===== config.mk =====
export PLATFORM = sky130hd
export DESIGN_NAME = power_rail_sequencer
export DESIGN_NICKNAME = d
export VERILOG_FILES = /design/src/rtl/power_rail_sequencer_pkg.sv /design/src/rtl/power_rail_sequencer_pg_sync.sv /design/src/rtl/power_rail_sequencer.sv
export SDC_FILE = /design/constraint.sdc
export NUM_CORES = 1
export LEC_CHECK = 0
export CORE_MARGIN = 10
export CORE_UTILIZATION = 30
export CTS_BUF_LIST = sky130_fd_sc_hd__clkbuf_8
export DETAILED_ROUTE_END_ITERATION = 10
export HOLD_SLACK_MARGIN = 0.05
export PLACE_DENSITY = 0.58
export SLEW_MARGIN = 25
export SYNTH_ARGS = -nofsm -noshare
export SYNTH_HDL_FRONTEND = slang
export SYNTH_SLANG_ARGS = --single-unit

===== constraint.sdc =====
create_clock -name sysclk -period 3.75 [get_ports sysclk]
set_input_delay 0.75 -clock sysclk [delete_from_list [all_inputs] [get_ports sysclk]]
set_output_delay 0.75 -clock sysclk [all_outputs]
set_load 0.005 [all_outputs]

===== src/rtl/power_rail_sequencer_pkg.sv =====
// Shared constants for the N-rail power sequencer.
// State encoding is fixed because it drives the debug LEDs.
package power_rail_sequencer_pkg;

    localparam logic [2:0] ST_OFF       = 3'd0;
    localparam logic [2:0] ST_UP        = 3'd1;
    localparam logic [2:0] ST_SETTLE_UP = 3'd2;
    localparam logic [2:0] ST_RUN       = 3'd3;
    localparam logic [2:0] ST_DOWN      = 3'd4;
    localparam logic [2:0] ST_FAULT     = 3'd5;

    // Width of a rail index; never narrower than one bit.
    function automatic int fault_idx_w(input int n);
        return (n > 1) ? $clog2(n) : 1;
    endfunction

endpackage


===== src/rtl/power_rail_sequencer_pg_sync.sv =====
// Two-flop synchroniser for the raw power-good inputs.
// Cleared asynchronously together with the sequencer.
module power_rail_sequencer_pg_sync #(
    parameter int WIDTH = 4
) (
    input  logic             clk,
    input  logic             rst_n,
    input  logic [WIDTH-1:0] d,
    output logic [WIDTH-1:0] q
);

    logic [WIDTH-1:0] meta;

    // Capture the asynchronous inputs, then re-time once more.
    always_ff @(posedge clk or negedge rst_n) begin
        if (!rst_n) begin
            meta <= '0;
            q    <= '0;
        end else begin
            meta <= d;
            q    <= meta;
        end
    end

endmodule


===== src/rtl/power_rail_sequencer.sv =====
// Brings rails up in index order, down in reverse order,
// and latches the first faulting rail for readback.
module power_rail_sequencer
    import power_rail_sequencer_pkg::*;
#(
    parameter int NUM_RAILS     = 4,
    parameter int TIMER_WIDTH   = 16,
    parameter int PG_TIMEOUT    = 16384,
    parameter int SETTLE_CYCLES = 1024
) (
    input  logic                                sysclk,
    input  logic                                reset_INV,
    input  logic                                enable,
    input  logic [NUM_RAILS-1:0]                pg,
    input  logic                                clear_fault,
    output logic [NUM_RAILS-1:0]                rail_en,
    output logic                                all_good,
    output logic                                fault,
    output logic [fault_idx_w(NUM_RAILS)-1:0]   fault_rail,
    output logic [2:0]                          state
);

    localparam int IW = fault_idx_w(NUM_RAILS);
    localparam logic [TIMER_WIDTH-1:0] TO_LAST = TIMER_WIDTH'(PG_TIMEOUT - 1);
    localparam logic [TIMER_WIDTH-1:0] SC_LAST = TIMER_WIDTH'(SETTLE_CYCLES - 1);
    localparam logic [TIMER_WIDTH-1:0] T_MAX   = '1;
    localparam logic [IW-1:0]          IDX_LAST = IW'(NUM_RAILS - 1);

    logic [NUM_RAILS-1:0]   pg_s;
    logic [IW-1:0]          idx;
    logic [TIMER_WIDTH-1:0] timer;
    logic [TIMER_WIDTH-1:0] timer_inc;
    logic [NUM_RAILS-1:0]   idx_oh;
    logic [NUM_RAILS-1:0]   below;
    logic [NUM_RAILS-1:0]   chk;
    logic                   pg_cur;
    logic                   low_hit;
    logic [IW-1:0]          low_idx;
    logic                   go_fault;
    logic                   go_abort;
    logic [IW-1:0]          go_fault_idx;

    power_rail_sequencer_pg_sync #(.WIDTH(NUM_RAILS)) u_pg_sync (
        .clk   (sysclk),
        .rst_n (reset_INV),
        .d     (pg),
        .q     (pg_s)
    );

    assign timer_inc = (timer == T_MAX) ? timer : timer + 1'b1;
    assign pg_cur    = |(idx_oh & pg_s);
    assign low_hit   = |(chk & ~pg_s);

    // Decode current rail index and the set of rails that must hold pg.
    always_comb begin
        idx_oh = '0;
        below  = '0;
        for (int j = 0; j < NUM_RAILS; j++) begin
            idx_oh[j] = (idx == IW'(j));
            below[j]  = (IW'(j) < idx);
        end
        chk = '0;
        case (state)
            ST_UP:        chk = below;
            ST_SETTLE_UP: chk = below | idx_oh;
            ST_RUN:       chk = '1;
            default:      chk = '0;
        endcase
    end

    // Lowest monitored rail whose power-good has dropped.
    always_comb begin
        low_idx = '0;
        for (int j = NUM_RAILS - 1; j >= 0; j--) begin
            if (chk[j] && !pg_s[j]) low_idx = IW'(j);
        end
    end

    // Faults outrank a disable request; both lead to ramp-down.
    always_comb begin
        go_fault     = 1'b0;
        go_abort     = 1'b0;
        go_fault_idx = low_idx;
        case (state)
            ST_UP: begin
                if (low_hit) begin
                    go_fault = 1'b1;
                end else if (!pg_cur && timer == TO_LAST) begin
                    go_fault     = 1'b1;
                    go_fault_idx = idx;
                end else if (!enable) begin
                    go_abort = 1'b1;
                end
            end
            ST_SETTLE_UP, ST_RUN: begin
                if (low_hit) go_fault = 1'b1;
                else if (!enable) go_abort = 1'b1;
            end
            default: ;
        endcase
    end

    // Sequencer state, rail enables, timer and fault latch.
    always_ff @(posedge sysclk or negedge reset_INV) begin
        if (!reset_INV) begin
            state      <= ST_OFF;
            idx        <= '0;
            timer      <= '0;
            rail_en    <= '0;
            all_good   <= 1'b0;
            fault      <= 1'b0;
            fault_rail <= '0;
        end else if (go_fault || go_abort) begin
            state    <= ST_DOWN;
            rail_en  <= rail_en & ~idx_oh;
            timer    <= '0;
            all_good <= 1'b0;
            if (go_fault) begin
                fault      <= 1'b1;
                fault_rail <= go_fault_idx;
            end
        end else begin
            case (state)
                ST_OFF: begin
                    if (enable && !fault) begin
                        state   <= ST_UP;
                        idx     <= '0;
                        rail_en <= NUM_RAILS'(1);
                        timer   <= '0;
                    end
                end
                ST_UP: begin
                    if (pg_cur) begin
                        state <= ST_SETTLE_UP;
                        timer <= '0;
                    end else begin
                        timer <= timer_inc;
                    end
                end
                ST_SETTLE_UP: begin
                    if (timer == SC_LAST) begin
                        if (idx == IDX_LAST) begin
                            state    <= ST_RUN;
                            all_good <= 1'b1;
                        end else begin
                            state   <= ST_UP;
                            idx     <= idx + 1'b1;
                            rail_en <= rail_en | (idx_oh << 1);
                            timer   <= '0;
                        end
                    end else begin
                        timer <= timer_inc;
                    end
                end
                ST_RUN: ;
                ST_DOWN: begin
                    if (timer == SC_LAST) begin
                        if (idx == '0) begin
                            state <= fault ? ST_FAULT : ST_OFF;
                        end else begin
                            idx     <= idx - 1'b1;
                            rail_en <= rail_en & ~(idx_oh >> 1);
                            timer   <= '0;
                        end
                    end else begin
                        timer <= timer_inc;
                    end
                end
                ST_FAULT: begin
                    rail_en <= '0;
                    if (clear_fault && !enable) begin
                        fault      <= 1'b0;
                        fault_rail <= '0;
                        state      <= ST_OFF;
                    end
                end
                default: state <= ST_OFF;
            endcase
        end
    end

endmodule


==> results.py, run 1 <==
metrics = {
    "route": {
        "dr.pass1.iters": 5,
        "drt_iter0_drc": 185,
        "routed_via_density": 5.649,
        "drtAntennaViolNets": 0,
        "drt-total-wl_mm": 6.298,
        "via_count": 2192,
        "wl_per_cell_um": 16.23,
        "route.detailed.drc": 0,
    },
    "timing": {
        "max-slew-margin-rel": 0.4471,
        "worstMarginPinSlew_ps": 829.3,
        "fin_skew_ps": 6.600,
        "slew_violations": 0,
        "fmax_mhz": 317.0,
        "final-hold-violation-count": 0,
        "setup_viol": 0,
        "finalCritPeriodShare": 0.8412,
        "grt_setup_unrepaired": "false",
        "setup_slack_ps": 595.3,
        "tns_ps": 0,
        "holdWs_ps": 350.3,
        "min_period_ps": 3155,
    },
    "run_status": {
        "status": "finished, final reports clean",
    },
    "clocking": {
        "clkTransAtPathRegs_ps": 80,
        "cts_root_buffer": "clkbuf_8",
        "cts_resized": 0,
        "clk_path_buf_depth": 2,
        "cts_sinks": 37,
        "cts_inserted_buffers": 5,
        "cts_hold_buf": 0,
        "h-tree-depth": 2,
        "clkLatencyLatePin_ps": 300,
        "postCtsSetupBuffers": 0,
        "tritoncts": "yes",
    },
    "final_layout": {
        "num-fill-cells": 777,
        "final_common_cell": "dfrtp_1",
        "layout.cells.non_filler": 388,
        "nets": 298,
        "syn_to_final_growth_pct": 17.19,
        "layout_common_cells": "dfrtp_1, nor2_1, nand2_1, clkdlybuf4s50_1, a21oi_1",
        "antenna-diode-count": 0,
        "layout-drive-gt1-share": 0.1014,
    },
    "floorplan": {
        "start_util": 0.3072,
        "die_w_um": 109.0,
        "core_um2": 7727,
        "std_cell_rows": 32,
        "die_y_um": 109.0,
        "die_area_um2": 11870,
        "num_io_pins": 19,
    },
    "power": {
        "p_comb_frac": 0.024,
        "vdd.ir_drop.worst_mv": 0.1554,
        "pwr_density_cell_nw_per_um2": 304.2,
        "power_frac_seq": 0.479,
        "swShare": 0.2006,
        "p_sw_uw": 169.7,
        "leakage_nw": 1.168,
        "p_int_uw": 676.3,
        "clkPwrFrac": 0.497,
    },
    "synth": {
        "ys_top_cells_by_area": "dfrtp_1, nor2_1, a21oi_1, o21ai_0, o31ai_1",
        "async_flop_share": 1.000,
        "yosysTopAreaCell": "dfrtp_1",
        "synth_edf_count": 0,
        "avgSynthCellArea_um2": 8.824,
        "syn_inst": 269,
        "yosys.area.top_type_share": 0.3901,
        "ys_ff_latch": 37,
        "yosysWarnings": 0,
        "synthFlopType": "dfrtp_1",
        "synth.distinct_cells": 58,
        "syn_nets": 282,
        "netlist_area_um2": 2374,
        "ys_seq_area_frac": 0.3901,
    },
    "setup_path": {
        "worstSetupEndpointType": "register",
        "cp-start-kind": "register",
        "cp_max_fo": 9,
        "crit_arrival_ps": 3340,
        "ff2ff_setup_slack_ps": 600,
        "r2r_cells": 8,
        "critPathKind": "reg2reg",
        "critPathRequiredTime_ps": 3940,
    },
    "worst_hold_path": {
        "hold_path.class": "reg2reg",
        "min_path_cells": 0,
    },
    "placement": {
        "dpl_worst_slack_ps": 426.6,
        "placed_cells": 380,
        "place.gp.congestion": 0.8609,
        "portBuffers": 18,
        "place_hpwl_mm": 4.442,
    },
    "global_routing": {
        "track_usage": 0.1088,
        "grt_pass1_wl_mm": 10.43,
        "grt_max_degree": 38,
        "grt_antenna_before_repair": 0,
        "gr-total-overflow": 0,
        "grt_pass1_vias": 2135,
    },
    "job": {
        "drv_cap": 0,
    },
}
## critical path: stages (launching register included)
cell and delay [ps]:
dfrtp_1 460, inv_1 110, ha_1 320, inv_1 140
o221ai_1 310, nand3_1 400, or2_2 520, nor3_1 400
mux2_2 380
## flip-flops by register name (all words and copies together) (netlist names), 2 cells and up
name / count
fault_rail: 2
state: 3
timer: 16
idx: 2
u_pg_sync.meta: 4
rail_en: 4
u_pg_sync.q: 4
## cells in the mapped netlist, drive strengths merged, types with 4 or more instances
| library cell | instances |
|---|---|
| o21ai | 16 |
| nand4 | 5 |
| nor3 | 7 |
| nand3 | 11 |
| or3 | 8 |
| or4 | 7 |
| a31oi | 4 |
| clkbuf | 7 |
| or2 | 6 |
| buf | 6 |
| o31ai | 10 |
| dfrtp | 37 |
| inv | 9 |
| nor2 | 27 |
| nor2b | 7 |
| ha | 5 |
| mux2i | 6 |
| nand2 | 18 |
| a21oi | 16 |
## kinds of logic (layout without fill, tap and decap cells)
kind of cell | after synthesis | after routing | synth area share
simple gates | 118 | 118 | 0.2731
compound gates | 78 | 78 | 0.2304
flops | 37 | 37 | 0.3901
buf+inv | 22 | 39 | 0.04112
mux | 8 | 8 | 0.03479
fa+ha+maj | 6 | 6 | 0.03057
## area by class of cell
class,instances,area (µm²),share of cell area
tap,102,127.6,0.04588
timing repair buffer,22,205.2,0.07377
clock buffer,5,68.82,0.02474
clock inverter,3,65.06,0.02339
sequential,37,925.9,0.3329
inverter,9,33.78,0.01215
multi-input combinational,210,1355,0.4872
## per-layer routing
layer | wire length (µm) | global-route usage
met2 | 2801 | 0.1594
met3 | 450 | 0.02596
met5 | 0 | 0
met1 | 2948 | 0.1474
met4 | 98 | 0.04991
## power groups by stage
stage	Clock (mW)	Combinational [mW]	Sequential [mW]
finish	0.421	0.0200	0.405
global route	0.446	0.0231	0.406
CTS	0.429	0.0213	0.405
detailed placement	0	0.0213	0.413
global placement	0	0.0212	0.413
floorplan	0	0.00363	0.413
## worst paths after layout
path,from,end
worst max-delay path,idx[1],idx[1]
worst min-delay path,u_pg_sync.meta[3],u_pg_sync.q[3]
worst max register to register,idx[1],idx[1]
worst min register to register,u_pg_sync.meta[3],u_pg_sync.q[3]
max in group asynchronous,reset_INV,fault
min in group asynchronous,reset_INV,timer[3]
## stage by stage
stage / utilization / power (mW) / area, µm²
floorplan: - / 0.4167 / 2374
global placement: 0.3420 / 0.4344 / 2643
detailed placement: 0.3420 / 0.4347 / 2643
CTS: 0.3593 / 0.8556 / 2776
global route: 0.3599 / 0.8755 / 2781
finish: 0.3599 / 0.8460 / 2781
(Power assumes the default switching activity.)
==> run 2, diff against run 1 <==
==> constraint.sdc (replaced) <==
create_clock -name sysclk -period 3.3 [get_ports sysclk]
set_input_delay 0.66 -clock sysclk [delete_from_list [all_inputs] [get_ports sysclk]]
set_output_delay 0.66 -clock sysclk [all_outputs]
set_load 0.005 [all_outputs]
==> results.py, run 2 (synthesis gave the netlist of run 1 again) <==
metrics = {
    "run_status": {
        "status": "finished, final reports clean",
    },
    "placement": {
        "place_hpwl_mm": 4.505,
        "placed_area_um2": 2665,
        "portBuffers": 18,
        "place.gp.congestion": 0.8820,
    },
    "floorplan": {
        "die_y_um": 109.0,
        "num_io_pins": 19,
        "std_cell_rows": 32,
        "core_um2": 7727,
        "start_util": 0.3072,
        "die_w_um": 109.0,
        "die_area_um2": 11870,
    },
    "power": {
        "leakage_nw": 1.171,
        "pwr_density_cell_nw_per_um2": 325.6,
        "finalPower_uw": 906.9,
        "vdd.ir_drop.worst_mv": 0.3263,
    },
    "clocking": {
        "cts_resized": 0,
        "cts_hold_buf": 0,
        "cts_sinks": 37,
        "postCtsSetupBuffers": 0,
        "cts_root_buffer": "clkbuf_8",
        "cts_inserted_buffers": 5,
        "clkTransAtPathRegs_ps": 80,
        "h-tree-depth": 2,
        "clk_path_buf_depth": 2,
        "tritoncts": "yes",
        "clkLatencyLatePin_ps": 300,
    },
    "setup_path": {
        "crit_arrival_ps": 3180,
        "critPathRequiredTime_ps": 3510,
        "cp_max_fo": 12,
        "critPathKind": "reg2reg",
        "crit_path_top_delay_cell": "nor2_1",
        "crit_chain": "inv_1, ha_1, nor2b_1, o21ai_0, nand3_1, nor2_1, nand2_1, a21oi_1",
        "worstSetupEndpointType": "register",
        "slowest_delay_ps": 750,
        "critPathBufInv": 1,
        "crit_family": "simple AND/OR/NAND/NOR gates",
        "cp-start-kind": "register",
    },
    "final_layout": {
        "stdcell_area_um2": 2785,
        "syn_to_final_growth_pct": 17.34,
        "top_register": "timer",
        "final_common_cell": "dfrtp_1",
        "largest_reg_flops": 16,
        "nets": 301,
        "antenna-diode-count": 0,
        "layout_common_cells": "dfrtp_1, nor2_1, nand2_1, clkdlybuf4s50_1, a21oi_1",
        "finish.utilization": 0.3604,
        "layout-drive-gt1-share": 0.1073,
    },
    "global_routing": {
        "grt_antenna_before_repair": 0,
        "grt_pass1_vias": 2051,
        "gr-total-overflow": 0,
        "track_usage": 0.1076,
        "grt_max_degree": 38,
        "grt_pass1_wl_mm": 10.31,
    },
    "route": {
        "routed_via_density": 5.588,
        "route.detailed.drc": 0,
        "via_count": 2185,
        "dr.pass1.iters": 5,
        "wl_per_cell_um": 15.76,
        "drt-total-wl_mm": 6.164,
        "drt_iter0_drc": 217,
        "drtAntennaViolNets": 0,
    },
    "timing": {
        "setup_viol": 0,
        "fin_skew_ps": 13.70,
        "holdWs_ps": 350.6,
        "min_period_ps": 2974,
        "slew_violations": 0,
        "worstMarginPinSlew_ps": 896.9,
        "final-hold-violation-count": 0,
        "tns_ps": 0,
        "fmax_mhz": 336.3,
        "max-slew-margin-rel": 0.3998,
        "grt_setup_unrepaired": "false",
        "finalCritPeriodShare": 0.9011,
    },
    "job": {
        "drv_cap": 0,
    },
    "worst_hold_path": {
        "hold_path.class": "reg2reg",
    },
}
[run 2: cell count changes in the layout (fill, tap and decap cells not counted), sizes merged]
cell,change
clkinv,-1
clkinvlp,+1
buf,+3
clkbuf,+1
bufinv,-1
[run 2: cell type report]
class	instances	area, µm²
multi-input cells	210	1350
inverters	9	33.78
repair buffers	25	227.7
well taps	102	127.6
clock buffers	6	82.58
fillers	781	4942
flip-flops and latches	37	925.9
clock inverters	2	37.54
[run 2: worst paths after layout]
path | startpoint | end | slack, ps | cells past startpoint
worst max-delay path | idx[1] | timer[3] | 330 | 8
worst min-delay path | u_pg_sync.meta[1] | u_pg_sync.q[1] | 350 | 0
worst max register to register | idx[1] | timer[3] | 330 | 8
worst min register to register | u_pg_sync.meta[1] | u_pg_sync.q[1] | 350 | 0
max in group asynchronous | reset_INV | u_pg_sync.meta[3] | 2320 | 1
min in group asynchronous | reset_INV | timer[4] | 450 | 1
[run 2: power by group]
part | switching (mW) | internal [mW]
clock network | 0.177 | 0.246
registers | 0.00223 | 0.459
logic | 0.0136 | 0.00973
total | 0.193 | 0.714
[run 2: metrics by stage]
| stage | cells | setup WS [ps] |
|---|---|---|
| 2_1_floorplan | 269 | 661.5 |
| 3_5_place_dp | 383 | 357.4 |
| 6_report | 391 | 326.5 |
| 4_1_cts | 391 | 358.3 |
| 3_3_place_gp | 383 | 324.4 |
| 5_1_grt | 391 | 4.660 |
[run 2: layer usage]
| metal | track usage | part of all wire | up-vias |
|---|---|---|---|
| li1 | - | - | 1050 |
| met1 | 0.1493 | 0.48 | 1050 |
| met2 | 0.1577 | 0.45 | 75 |
| met3 | 0.02419 | 0.058 | 10 |
| met4 | 0.04237 | 0.017 | 0 |
| met5 | 0 | 0 | - |
